==> src/rtl/reg_file_seq_pkg.sv <==
// Shared types for the register-file sequencer: FSM states, reserved opcodes and the
// packed instruction layout {op, rd, rs1, rs2}.
package reg_file_pkg;

    typedef enum logic [2:0] {
        IDLE,
        READ,
        EXEC,
        WB,
        HALTED
    } state_t;

    localparam logic [3:0] OP_NOP  = 4'h0;
    localparam logic [3:0] OP_HALT = 4'hF;

    typedef struct packed {
        logic [3:0] op;
        logic [3:0] rd;
        logic [3:0] rs1;
        logic [3:0] rs2;
    } instr_t;

endpackage

==> src/rtl/reg_file_seq_if.sv <==
// Instruction handshake plus register-file/ALU control bundle between the instruction
// source (master) and reg_file_seq (slave).
interface reg_file_seq_if
    import reg_file_pkg::*;
#(
    parameter int ADDR_W = 4,
    parameter int CNT_W  = 8
);

    logic              instr_valid;
    logic              instr_ready;
    instr_t            instr;
    logic              wb_stall;
    logic [ADDR_W-1:0] RA1;
    logic [ADDR_W-1:0] RA2;
    logic [ADDR_W-1:0] WA;
    logic              write_enable;
    logic [3:0]        alu_op;
    logic              alu_start;
    logic              done;
    logic              busy;
    logic              halted;
    logic [CNT_W-1:0]  instr_count;

    modport master (
        output instr_valid, instr, wb_stall,
        input  instr_ready, RA1, RA2, WA, write_enable, alu_op, alu_start,
               done, busy, halted, instr_count
    );

    modport slave (
        input  instr_valid, instr, wb_stall,
        output instr_ready, RA1, RA2, WA, write_enable, alu_op, alu_start,
               done, busy, halted, instr_count
    );

endinterface

==> src/rtl/reg_file_seq.sv <==
// Multi-cycle sequencer: accepts one instruction per handshake and steps it through
// operand read, ALU execution and a stall-able write-back into the register file.
module reg_file_seq
    import reg_file_pkg::*;
#(
    parameter int ADDR_W  = 4,
    parameter int DATA_W  = 8,
    parameter int ALU_LAT = 1,
    parameter int CNT_W   = 8
) (
    input  logic          clk,
    input  logic          reset,
    reg_file_seq_if.slave bus
);

    if (ALU_LAT < 1 || ALU_LAT > 7 || DATA_W < 1) begin : g_bad_params
        $error("reg_file_seq: ALU_LAT must be within 1..7 and DATA_W positive");
    end

    localparam logic [2:0] LAT_INIT = 3'(ALU_LAT - 1);

    state_t            state_q, state_d;
    logic [ADDR_W-1:0] ra1_q, ra1_d;
    logic [ADDR_W-1:0] ra2_q, ra2_d;
    logic [ADDR_W-1:0] wa_q, wa_d;
    logic [ADDR_W-1:0] rd_q, rd_d;
    logic [3:0]        alu_op_q, alu_op_d;
    logic              alu_start_q, alu_start_d;
    logic              write_enable_q, write_enable_d;
    logic              done_q, done_d;
    logic              busy_q, busy_d;
    logic              halted_q, halted_d;
    logic [CNT_W-1:0]  instr_count_q, instr_count_d;
    logic [2:0]        lat_cnt_q, lat_cnt_d;

    instr_t instr_in;
    logic   instr_ready;
    logic   accept;
    logic   is_alu_op;

    assign instr_in    = bus.instr;
    assign instr_ready = (state_q == IDLE);
    assign accept      = bus.instr_valid && instr_ready;
    assign is_alu_op   = (instr_in.op != OP_NOP) && (instr_in.op != OP_HALT);

    always_ff @(posedge clk) begin
        if (reset) begin
            state_q <= IDLE;
        end else begin
            state_q <= state_d;
        end
    end

    always_comb begin
        state_d = state_q;
        case (state_q)
            IDLE: begin
                if (accept) begin
                    if (instr_in.op == OP_HALT) begin
                        state_d = HALTED;
                    end else if (instr_in.op != OP_NOP) begin
                        state_d = READ;
                    end
                end
            end
            READ:    state_d = EXEC;
            EXEC:    if (lat_cnt_q == 3'd0) state_d = WB;
            // Leave write-back only after the cycle that actually carried the write strobe.
            WB:      if (write_enable_q) state_d = IDLE;
            HALTED:  state_d = HALTED;
            default: state_d = IDLE;
        endcase
    end

    always_comb begin
        ra1_d          = ra1_q;
        ra2_d          = ra2_q;
        wa_d           = wa_q;
        rd_d           = rd_q;
        alu_op_d       = alu_op_q;
        alu_start_d    = 1'b0;
        write_enable_d = 1'b0;
        done_d         = 1'b0;
        lat_cnt_d      = lat_cnt_q;
        instr_count_d  = instr_count_q;
        busy_d         = (state_d == READ) || (state_d == EXEC) || (state_d == WB);
        halted_d       = (state_d == HALTED);
        case (state_q)
            IDLE: begin
                if (accept) begin
                    if (is_alu_op) begin
                        ra1_d       = ADDR_W'(instr_in.rs1);
                        ra2_d       = ADDR_W'(instr_in.rs2);
                        rd_d        = ADDR_W'(instr_in.rd);
                        alu_op_d    = instr_in.op;
                        alu_start_d = 1'b1;
                    end else begin
                        done_d = 1'b1;
                    end
                end
            end
            READ: lat_cnt_d = LAT_INIT;
            EXEC: begin
                if (lat_cnt_q != 3'd0) begin
                    lat_cnt_d = lat_cnt_q - 3'd1;
                end else begin
                    wa_d           = rd_q;
                    write_enable_d = !bus.wb_stall;
                    done_d         = !bus.wb_stall;
                end
            end
            WB: begin
                if (!write_enable_q) begin
                    write_enable_d = !bus.wb_stall;
                    done_d         = !bus.wb_stall;
                end
            end
            default: ;
        endcase
        if (done_d) begin
            instr_count_d = instr_count_q + CNT_W'(1);
        end
    end

    always_ff @(posedge clk) begin
        if (reset) begin
            ra1_q          <= '0;
            ra2_q          <= '0;
            wa_q           <= '0;
            rd_q           <= '0;
            alu_op_q       <= '0;
            alu_start_q    <= 1'b0;
            write_enable_q <= 1'b0;
            done_q         <= 1'b0;
            busy_q         <= 1'b0;
            halted_q       <= 1'b0;
            lat_cnt_q      <= '0;
            instr_count_q  <= '0;
        end else begin
            ra1_q          <= ra1_d;
            ra2_q          <= ra2_d;
            wa_q           <= wa_d;
            rd_q           <= rd_d;
            alu_op_q       <= alu_op_d;
            alu_start_q    <= alu_start_d;
            write_enable_q <= write_enable_d;
            done_q         <= done_d;
            busy_q         <= busy_d;
            halted_q       <= halted_d;
            lat_cnt_q      <= lat_cnt_d;
            instr_count_q  <= instr_count_d;
        end
    end

    assign bus.instr_ready  = instr_ready;
    assign bus.RA1          = ra1_q;
    assign bus.RA2          = ra2_q;
    assign bus.WA           = wa_q;
    assign bus.alu_op       = alu_op_q;
    assign bus.alu_start    = alu_start_q;
    assign bus.write_enable = write_enable_q;
    assign bus.done         = done_q;
    assign bus.busy         = busy_q;
    assign bus.halted       = halted_q;
    assign bus.instr_count  = instr_count_q;

endmodule

==> src/flat_wrapper.sv <==
// flat-port wrapper written by rule: the top's interface ports become plain ports
module reg_file_seq_flat import reg_file_pkg::*;
#(
    parameter int ADDR_W  = 4,
    parameter int DATA_W  = 8,
    parameter int ALU_LAT = 1,
    parameter int CNT_W   = 8
)
  (clk, reset, bus_instr_valid, bus_instr, bus_wb_stall, bus_instr_ready, bus_RA1, bus_RA2, bus_WA, bus_write_enable, bus_alu_op, bus_alu_start, bus_done, bus_busy, bus_halted, bus_instr_count);
  reg_file_seq_if #(.ADDR_W(ADDR_W), .CNT_W(CNT_W)) bus_i ();
  input  logic clk;
  input  logic reset;
  input wire logic [$bits(bus_i.instr_valid)-1:0] bus_instr_valid;
  input wire logic [$bits(bus_i.instr)-1:0] bus_instr;
  input wire logic [$bits(bus_i.wb_stall)-1:0] bus_wb_stall;
  output wire logic [$bits(bus_i.instr_ready)-1:0] bus_instr_ready;
  output wire logic [$bits(bus_i.RA1)-1:0] bus_RA1;
  output wire logic [$bits(bus_i.RA2)-1:0] bus_RA2;
  output wire logic [$bits(bus_i.WA)-1:0] bus_WA;
  output wire logic [$bits(bus_i.write_enable)-1:0] bus_write_enable;
  output wire logic [$bits(bus_i.alu_op)-1:0] bus_alu_op;
  output wire logic [$bits(bus_i.alu_start)-1:0] bus_alu_start;
  output wire logic [$bits(bus_i.done)-1:0] bus_done;
  output wire logic [$bits(bus_i.busy)-1:0] bus_busy;
  output wire logic [$bits(bus_i.halted)-1:0] bus_halted;
  output wire logic [$bits(bus_i.instr_count)-1:0] bus_instr_count;
  assign bus_i.instr_valid = bus_instr_valid;
  assign bus_i.instr = bus_instr;
  assign bus_i.wb_stall = bus_wb_stall;
  assign bus_instr_ready = bus_i.instr_ready;
  assign bus_RA1 = bus_i.RA1;
  assign bus_RA2 = bus_i.RA2;
  assign bus_WA = bus_i.WA;
  assign bus_write_enable = bus_i.write_enable;
  assign bus_alu_op = bus_i.alu_op;
  assign bus_alu_start = bus_i.alu_start;
  assign bus_done = bus_i.done;
  assign bus_busy = bus_i.busy;
  assign bus_halted = bus_i.halted;
  assign bus_instr_count = bus_i.instr_count;
  reg_file_seq #(.ADDR_W(ADDR_W), .DATA_W(DATA_W), .ALU_LAT(ALU_LAT), .CNT_W(CNT_W)) u_core (.clk(clk), .reset(reset), .bus(bus_i));
endmodule
==> config.mk <==
export PLATFORM = sky130hd
export DESIGN_NAME = reg_file_seq_flat
export DESIGN_NICKNAME = d
export VERILOG_FILES = /design/src/rtl/reg_file_seq_pkg.sv /design/src/rtl/reg_file_seq_if.sv /design/src/rtl/reg_file_seq.sv /design/src/flat_wrapper.sv
export SDC_FILE = /design/constraint.sdc
export NUM_CORES = 1
export LEC_CHECK = 0
export CAP_MARGIN = 20
export CORE_MARGIN = 2
export CORE_UTILIZATION = 25
export DETAILED_ROUTE_END_ITERATION = 8
export GPL_TIMING_DRIVEN = 0
export RECOVER_POWER = 50
export SLEW_MARGIN = 25
export SYNTH_ARGS = -nofsm -noshare
export SYNTH_HDL_FRONTEND = slang
export SYNTH_SLANG_ARGS = --single-unit
==> constraint.sdc <==
create_clock -name clk -period 3.1 [get_ports clk]
set_clock_uncertainty 0.2 [all_clocks]
set_input_delay 0.465 -clock clk [delete_from_list [all_inputs] [get_ports clk]]
set_output_delay 0.465 -clock clk [all_outputs]
set_load 0.005 [all_outputs]
# Yosys cells after proc, flatten, opt, wreduce, memory -nomap -nowiden

Cells that the tools add are included.

Output and inout bits: 30
Register bits: 39
Word-level logic and storage cells: 58

Bitwise gates (word level): 3
Reduce and logical (&&, ||, !) cells: 14
Add/subtract/negate cells: 2
Equal/unequal tests: 11
Multiplexer cells: 15

Operator list:

| kind                                                                | count |
|---|---|
| 3-bit 2-to-1 mux                                                    | 6 |
| 3-bit case mux with 5 select lines                                  | 1 |
| 3-bit by 2-bit == test with 1-bit output (second input constant)    | 4 |
| 8-bit by 1-bit adder with 8-bit output (second input constant)      | 1 |
| 3-bit by 1-bit == test with 1-bit output (second input constant)    | 2 |
| 3-bit == test (second input constant)                               | 2 |
| 3-bit logical NOT                                                   | 2 |
| 3-bit case mux with 2 select lines                                  | 1 |
| 1-bit 2-to-1 mux                                                    | 5 |
| 4-bit == test (second input constant)                               | 1 |
| 4-bit != test (second input constant)                               | 1 |
| 2-bit AND reduction                                                 | 2 |
| 4-bit nonzero test                                                  | 1 |
| 1-bit inverter                                                      | 3 |
| 1-bit case mux with 3 select lines                                  | 1 |
| 3-bit AND reduction                                                 | 1 |
| 3-bit nonzero test                                                  | 1 |
| 3-bit OR reduction                                                  | 1 |
| 3-bit by 1-bit subtractor with 3-bit output (second input constant) | 1 |
| 1-bit logical AND                                                   | 2 |
| 1-bit logical OR                                                    | 2 |
| 2-bit by 1-bit != test with 1-bit output (second input constant)    | 1 |
| 1-bit case mux with 2 select lines                                  | 1 |
| 2-bit nonzero test                                                  | 1 |
| 1-bit logical NOT                                                   | 1 |

# Depth between registers and ports, before layout

Depth after elaboration: 8
Gate-level depth with buffers: 7

# Worst setup path before layout

No wires, ideal clock.

Kind: input to register
Start point: input bus_instr[15]
End point: register u_core.instr_count_q[7], in the netlist u_core.bus.instr_count[7]
Library setup time: 123 ps
Arrival time: 1,554 ps
Setup slack: 1,223 ps
Cell stages on the path: 4
Path through: nor4_2 o211ai_2 a211oi_2 mux2_1

Cells in the longest elaborated chain, start to end: 5
Elaborated cells between the ends (all ways): 6
Classes of those cells: eq/ne (1); mux (3); reduce/logical (2)

RTL lines:

| what                                                       | line                | source |
|---|---|---|
| start, declared                                            | flat_wrapper.sv:14  | `input wire logic [$bits(bus_i.instr)-1:0] bus_instr;` |
| 4-bit != test / 4-bit nonzero test (equally long branches) | reg_file_seq.sv:44  | `assign is_alu_op = (instr_in.op != OP_NOP) && (instr_in.op != OP_HALT);` |
| 1-bit logical AND (*)                                      | reg_file_seq.sv:44  |  |
| 1-bit 2-to-1 mux (*)                                       | reg_file_seq.sv:91  | `if (is_alu_op) begin` |
| 1-bit 2-to-1 mux (*)                                       | reg_file_seq.sv:90  | `if (accept) begin` |
| 1-bit case mux with 3 select lines (*)                     | reg_file_seq.sv:88  | `case (state_q)` |
| end signal, assigned                                       | reg_file_seq.sv:151 | `instr_count_q <= instr_count_d;` |
| end, declared                                              | reg_file_seq.sv:33  | `logic [CNT_W-1:0] instr_count_q, instr_count_d;` |

Mark *: on every way between the ends. The rest lies on a longest branch, timed or not.
A chain may end at the register's enable or synchronous reset.

# Worst setup path after layout

Start point: register u_core.state_q[0]
End point: output bus_instr_ready

Cells in the longest elaborated chain, start to end: 1

RTL lines:

| what                   | line               | source |
|---|---|---|
| start, declared        | reg_file_seq.sv:22 | `state_t state_q, state_d;` |
| start signal, assigned | reg_file_seq.sv:50 | `state_q <= state_d;` |
| 3-bit logical NOT      | reg_file_seq.sv:42 | `assign instr_ready = (state_q == IDLE);` |
| end, declared          | flat_wrapper.sv:16 | `output wire logic [$bits(bus_i.instr_ready)-1:0] bus_instr_ready;` |

No other way between the ends.

==> impl_metrics.tcl <==
set metrics [dict create \
    status "finished, final reports clean" \
    synth_top_area_share_pct 46.1 \
    grt_first_pass_wirelength_um 6120 \
    synth_area_leaders "dfxtp_1, mux2i_1, nor2_1" \
    vdd_drop_max_uv 176 \
    die_w_um 86.4 \
    first_pass_iters 5 \
    synth_edf_count 0 \
    end_kind "output pin" \
    pin_count 50 \
    leakage_nw 1.05 \
    final_common_cell "dfxtp_1" \
    die-area_um2 7460 \
    setup_viol 0 \
    r2r_cells 6 \
    drt_iter0_drc 46 \
    via_count 1404 \
    yosysSeqAreaShare_pct 46.1 \
    hold_slack_ps 282 \
    stdcell_count 307 \
    p_per_area_nw_per_um2 482 \
    ctsResizeCount 0 \
    final.setup.worst_slack_ps 883 \
    nets 250 \
    final_cell_mix "dfxtp_1, nor2_1, dlygate4sd3_1" \
    critPathLaunchType "flip-flop" \
    portBuffers 49 \
    avgViaCountPerCell 4.57 \
    ys.flop_type "dfxtp_1" \
    syn_area_um2 1700 \
    path_max_fanout 9 \
    syn_to_final_growth_pct 39.6 \
    ant_nets 0 \
    routedWlPerCell_um 12.2 \
    cap_violations 0 \
    setup_tns_ps 0 \
    cts-root-buf "clkbuf_8" \
    finalMaxSlewViolations 0 \
    cts_buffer_depth 2 \
    syn_inst 171 \
    htreeDepth 2 \
    grt_max_degree 13 \
    start_util_pct 25.4 \
    cts_tree "yes" \
    synthesis.nets 194 \
    rows 30 \
    fin_crit_sh_pct 71.5 \
    rsz0062_at_grt "false" \
    place_congestion 0.727 \
    hold_buffers 0 \
    synth_top_area_cell "dfxtp_1" \
    num_antenna_cells 0 \
    hpwl_um 2760 \
    hold_viol 0 \
    hold_class "flip-flop to flip-flop" \
    slew-limit-headroom_pct 61.5 \
    final_layout_size_suffix_gt1_share_pct 9.25 \
    synthDistinctLibCells 36 \
    crit_arrival_ps 1550 \
    syn_area_per_cell_um2 9.91 \
    yosys_register_bits 39 \
    clk_latency_ps 290 \
    whs_path_depth 2 \
    cts.sinks 39 \
    wirelength_um 3730 \
    max_freq_mhz 451 \
    drc 0 \
    die_h_um 86.4 \
    cts_buffers 5 \
    yosysWarnings 0 \
    fin_crit_ps 2220 \
    grt_use_total_pct 10.6 \
    crit_type "flip-flop to output pin" \
    async_flop_share_pct 0 \
    critPathRequiredTime_ps 2430 \
    grt_pass1_vias 1305 \
    worst_pin_slew_ps 573 \
    pre_cts_slack_ps 595 \
    grt_overflow 0 \
    core-area_um2 6680 \
    fillers 707 \
    dp.cells 300 \
    cts.clk_slew.worst_paths_ps 80 \
    antenna_found_initial 0 \
    post-cts-setup-buffers 0 \
]
through the flow:
stage | util, % | area [µm²] | power (W)
after floorplan | - | 1700 | 0.000721
after global placement | 34.2 | 2290 | 0.000825
after detailed placement | 34.2 | 2290 | 0.000829
after CTS | 35.4 | 2370 | 0.00117
after global routing | 35.4 | 2370 | 0.00121
final | 35.4 | 2370 | 0.00114
report_power, final:
group / switching (W) / internal [W] / total [W]
clock network: 0.000181 / 0.000154 / 0.000335
registers: 0.0000173 / 0.000537 / 0.000554
logic: 0.000117 / 0.000134 / 0.000251
total: 0.000315 / 0.000825 / 0.00114
layout make-up:
class                      count  area (µm²)  share of cell area [%]
inverter                       4        15.0                   0.634
clock inverter                 2        13.8                   0.581
tap                           80         100                    4.23
buffer                         9        68.8                    2.91
sequential                    39         781                    33.0
clock buffer                   5        68.8                    2.91
multi-input combinational    119         830                    35.0
timing repair buffer          49         490                    20.7
Yosys cell counts (3+ instances only):
master    instances
ha_1              3
o21ai_0           4
inv_1             4
mux2_1            3
mux2_2            3
clkbuf_1          3
nand2_1           3
a21oi_1          12
nor2b_1           8
nor2_1           30
nand3_1           4
dfxtp_1          39
mux2i_1          20
critical path, cell delays in order (launching register included):
cell             delay, ps
dfxtp_1                300
buf_4                  160
nor3_4                 250
clkdlybuf4s50_1        550
flip-flops by register name, summed over array words and instances (netlist names), 3 cells and up:
name                    flops
u_core.state_q              3
u_core.bus.instr_count      8
u_core.bus.RA2              4
u_core.bus.alu_op           4
u_core.bus.RA1              4
u_core.rd_q                 4
u_core.lat_cnt_q            3
u_core.bus.WA               4
worst paths after layout:
| path | from | endpoint | slack, ps |
|---|---|---|---|
| worst min register to register | u_core.lat_cnt_q[1] | u_core.lat_cnt_q[1] | 280 |
| worst max register to register | u_core.lat_cnt_q[0] | u_core.bus.instr_count[7] | 1150 |
| worst max-delay path | u_core.state_q[0] | bus_instr_ready | 880 |
| worst min-delay path | u_core.lat_cnt_q[1] | u_core.lat_cnt_q[1] | 280 |
per-layer routing:
| layer | up-vias | GRT usage (%) | routed length [µm] |
|---|---|---|---|
| met5 | - | 0 | 0 |
| met4 | 0 | 3.84 | 62 |
| met3 | 5 | 4.48 | 237 |
| met2 | 37 | 16.1 | 1680 |
| met1 | 654 | 13.5 | 1750 |
| li1 | 708 | - | - |
kinds of logic (layout without fill, tap and decap cells):
kind of cell,Yosys count,in the layout,synth area share [%]
adder cells (fa/ha/maj),3,3,2.21
flip-flops,39,39,46.1
multiplexers,26,26,15.8
buffers and inverters,13,69,4.94
AO/OA/AOI/OAI,27,27,10.8
AND/OR/NAND/NOR,63,63,20.2
Note: power is estimated with default switching activity, not from simulation.
==> variant 1: new RTL, same settings <==
`CNT_W` is set to 8 in 3 places; all go to 12.
--- a/src/rtl/reg_file_seq_if.sv
+++ b/src/rtl/reg_file_seq_if.sv
@@ -5,5 +5,5 @@
 #(
     parameter int ADDR_W = 4,
-    parameter int CNT_W  = 8
+    parameter int CNT_W  = 12
 );
 
--- a/src/rtl/reg_file_seq.sv
+++ b/src/rtl/reg_file_seq.sv
@@ -7,5 +7,5 @@
     parameter int DATA_W  = 8,
     parameter int ALU_LAT = 1,
-    parameter int CNT_W   = 8
+    parameter int CNT_W   = 12
 ) (
     input  logic          clk,
--- a/src/flat_wrapper.sv
+++ b/src/flat_wrapper.sv
@@ -5,5 +5,5 @@
     parameter int DATA_W  = 8,
     parameter int ALU_LAT = 1,
-    parameter int CNT_W   = 8
+    parameter int CNT_W   = 12
 )
   (clk, reset, bus_instr_valid, bus_instr, bus_wb_stall, bus_instr_ready, bus_RA1, bus_RA2, bus_WA, bus_write_enable, bus_alu_op, bus_alu_start, bus_done, bus_busy, bus_halted, bus_instr_count);
Interface: changed (resized bus_instr_count); port bits go from 50 to 54. No check against the original RTL was run, so the function may have changed too.
==> variant 1 against the original RTL <==
  * Sequential cell count up 4
  * Combinational power fell by 7%
  * Via count is 22% higher
  * Power increased by 11%
  * Final area up 16%
  * Global-route usage rose by 1.0 points
  * Setup slack got worse by 0.34 ns
  * Critical path type is now input port to register
  * Largest cell class unchanged
  * Synthesized cell count rose by 23%
  * Wire length rose by 26%
  * Cell count increased by 22%
  * Area after synthesis grew 17%
==> variant 1: results <==
{
  "clk_pin_slew_ns": 0.08,
  "wl_per_cell_um": 12.6,
  "critPathMaxStageDelay_ns": 0.48,
  "synth.area.mux_share_pct": 13.7,
  "port_buffers": 53,
  "ir_worst_vdd_mv": 0.172,
  "cp_max_fo": 7,
  "rr_startpoint": "u_core.state_q[1]$_SDFF_PP0_",
  "clock_latency_ns": 0.29,
  "via_per_inst": 4.56,
  "grt_pass1_vias": 1621,
  "antenna_cells": 0,
  "p_leak_nw": 1.15,
  "grt_max_degree": 15,
  "ctsRootBufferMaster": "clkbuf_8",
  "yosysWarnings": 0,
  "min_from": "u_core.bus.WA[1]$_SDFFE_PP0P_",
  "ys_top_cells_by_count": "dfxtp_1, nor2_1, a21oi_1",
  "cpMaxStageDelayCell": "clkdlybuf4s50_1",
  "setup_viol": 0,
  "ctsHtreeMaxLevel": 2,
  "synth.distinct_cells": 40,
  "layout-drive-gt1-share_pct": 9.93,
  "synth-async-reset-ratio_pct": 0,
  "synth_xor_xnor_area_share_pct": 0.441,
  "gp_congestion": 0.772,
  "cts_post_setup_buffers_inserted": 0,
  "antenna_found_initial": 0,
  "synth_nets": 234,
  "clockBufferDepth": 2,
  "largest_register_ffs": 12,
  "status": "finished clean",
  "synthAdderAreaFrac_pct": 1.89,
  "synth_area_leaders": "dfxtp_1, mux2i_1, nor2_1",
  "track_usage_pct": 11.6,
  "min_path_type": "register to register",
  "nets": 294,
  "startpoint": "bus_instr[15]",
  "fill_cells": 798,
  "cts_buffers": 5,
  "critical-path-top-delay-family": "compound AO/OA/AOI/OAI gates",
  "grt_pass1_wl_um": 8000,
  "seq_area_frac_synth_pct": 43.4,
  "max_slew_margin_pct": 33.2,
  "initialDrtViolationCount": 68,
  "cp.arrival_ns": 2.54,
  "firstDrtPassIters": 4,
  "synth_compound_area_share_pct": 13.2,
  "hpwlAfterDp_um": 3530
}
==> variant 1: cell count changes after synthesis, sizes merged, moves of 4 or more <==
cell and change:
nand3 +8, mux2i -4, nand2 +4, a21oi +5
o21ai +4, dfxtp +4, mux2 +4
==> variant 1: final timing paths <==
kind | to | cells past startpoint | slack, ns
max reg2reg | u_core.bus.instr_count[10]$_SDFFE_PP0P_ | 4 | 0.79
max | u_core.bus.instr_count[10]$_SDFFE_PP0P_ | 5 | 0.54
min reg2reg | u_core.bus.WA[1]$_SDFFE_PP0P_ | 2 | 0.26
min | u_core.bus.WA[1]$_SDFFE_PP0P_ | 2 | 0.26
==> variant 1: report_power, final <==
part | internal (W) | switching (W)
Combinational | 0.000121 | 0.000113
Sequential | 0.000583 | 0.0000190
Clock | 0.000240 | 0.000194
Total | 0.000944 | 0.000326
==> variant 1: worst register-to-register path, cell delays in order, from the launching register on <==
cell and delay [ns]:
dfxtp_1 0.41, nor4b_4 0.37, o21ai_0 0.42, a2111oi_4 0.47, mux2_1 0.35
==> variant 1: per-stage QoR <==
stage	setup WS, ns	hold WS [ns]	power (W)	std cells	cell area (um^2)
2_1_floorplan	1.08	0.243	0.000755	211	1980
3_3_place_gp	0.423	0.251	0.000859	366	2640
3_5_place_dp	0.400	0.252	0.000862	366	2640
4_1_cts	0.661	0.265	0.00130	374	2760
5_1_grt	0.322	0.279	0.00134	374	2750
6_report	0.544	0.256	0.00127	374	2750
==> variant 1: cell type report <==
type                    instances  area, um^2  area share, %
multi-input cells             153        1030           37.6
flip-flops and latches         43         861           31.3
repair buffers                 53         531           19.3
well taps                     102         128           4.64
plain buffers                  11        70.1           2.55
clock buffers                   5        68.8           2.50
clock inverters                 3        43.8           1.59
inverters                       4        15.0          0.546
==> variant 1: kinds of logic (layout without fill, tap and decap cells) <==
kind of cell,after synthesis,after routing
AO/OA/AOI/OAI,39,39
XOR/XNOR,1,1
flip-flops,43,43
buffers and inverters,15,76
adder cells (fa/ha/maj),3,3
multiplexers,26,26
AND/OR/NAND/NOR,84,84
==> variant 1: per-layer routing <==
metal	GRT usage, %	part of all wire (%)
met1	15.3	47
met2	18.8	48
met3	3.46	4.6
met4	2.57	0
met5	0	0
==> variant 2: new RTL, same flow settings <==
Made on the original files. The 5 states of `state_t` get a Gray code encoding in 3 bits.
--- a/src/rtl/reg_file_seq_pkg.sv
+++ b/src/rtl/reg_file_seq_pkg.sv
@@ -4,9 +4,9 @@
 
     typedef enum logic [2:0] {
-        IDLE,
-        READ,
-        EXEC,
-        WB,
-        HALTED
+        IDLE   = 3'b000,
+        READ   = 3'b001,
+        EXEC   = 3'b011,
+        WB     = 3'b010,
+        HALTED = 3'b110
     } state_t;
 
Formal check against the unedited RTL: same outputs for any inputs over 10 cycles, from zero or initial values and one cycle with reset high; not proved beyond that.
==> variant 2 against the original RTL <==
  * Sequential cell count stayed put
  * Final area is 2.9% lower
  * Power is 7.6% lower
  * Wire length is 4.1% lower
  * Setup slack worse by 0.16 ns
  * Cell count is 0.98% lower
  * Area after synthesis is 3.4% lower
  * Critical path type is now input port to register
  * Largest power group unchanged
==> variant 2: results <==
{
  "grt_max_degree": 14,
  "wirelength_um": 3580,
  "cp.arrival_ns": 2.35,
  "hold_end": "u_core.bus.RA1[0]$_SDFFE_PP0P_",
  "grt_pass1_wl_um": 6070,
  "wl_met3_um": 240,
  "grt_util_met2_pct": 16.2,
  "track_usage_pct": 10.5,
  "ys_top_cells_by_count": "dfxtp_1, nor2_1, mux2i_1",
  "nets": 249,
  "status": "finished clean",
  "synth_compound_area_share_pct": 9.55,
  "ir_worst_vdd_mv": 0.249,
  "dr_total_vias": 1347,
  "seq_area_frac_synth_pct": 47.7,
  "synth.distinct_cells": 33,
  "grt_util_met3_pct": 4.47,
  "synth.area.mux_share_pct": 16.3,
  "r2r_slack_ns": 1.00,
  "p_leak_nw": 0.991,
  "wl_met2_um": 1590,
  "port_buffers": 48,
  "m1WireLength_um": 1720,
  "hpwlAfterDp_um": 2680,
  "cp_max_fo": 8,
  "gp_congestion": 0.770,
  "rr_startpoint": "u_core.state_q[0]$_SDFF_PP0_",
  "fill_cells": 651
}
## variant 2: layout make-up
class / instances / area, um^2 / area share (%)
well taps: 77 / 96.3 / 4.19
plain buffers: 7 / 37.5 / 1.63
clock inverters: 3 / 20.0 / 0.871
clock buffers: 5 / 68.8 / 2.99
multi-input cells: 122 / 805 / 35.0
repair buffers: 48 / 480 / 20.9
flip-flops and latches: 39 / 781 / 33.9
inverters: 3 / 11.3 / 0.490
## variant 2: report_power, final
group | switching (W) | total, W | internal, W
clock network | 0.000184 | 0.000340 | 0.000157
registers | 0.0000161 | 0.000544 | 0.000528
logic | 0.0000759 | 0.000170 | 0.0000936
## variant 2: stage by stage
stage	power (W)	setup WS (ns)	hold WS (ns)	area (um^2)
2_1_floorplan	0.000648	0.994	0.257	1640
3_3_place_gp	0.000735	0.473	0.275	2210
3_5_place_dp	0.000737	0.442	0.281	2210
4_1_cts	0.00108	0.744	0.300	2300
5_1_grt	0.00112	0.661	0.334	2300
6_report	0.00105	0.727	0.295	2300
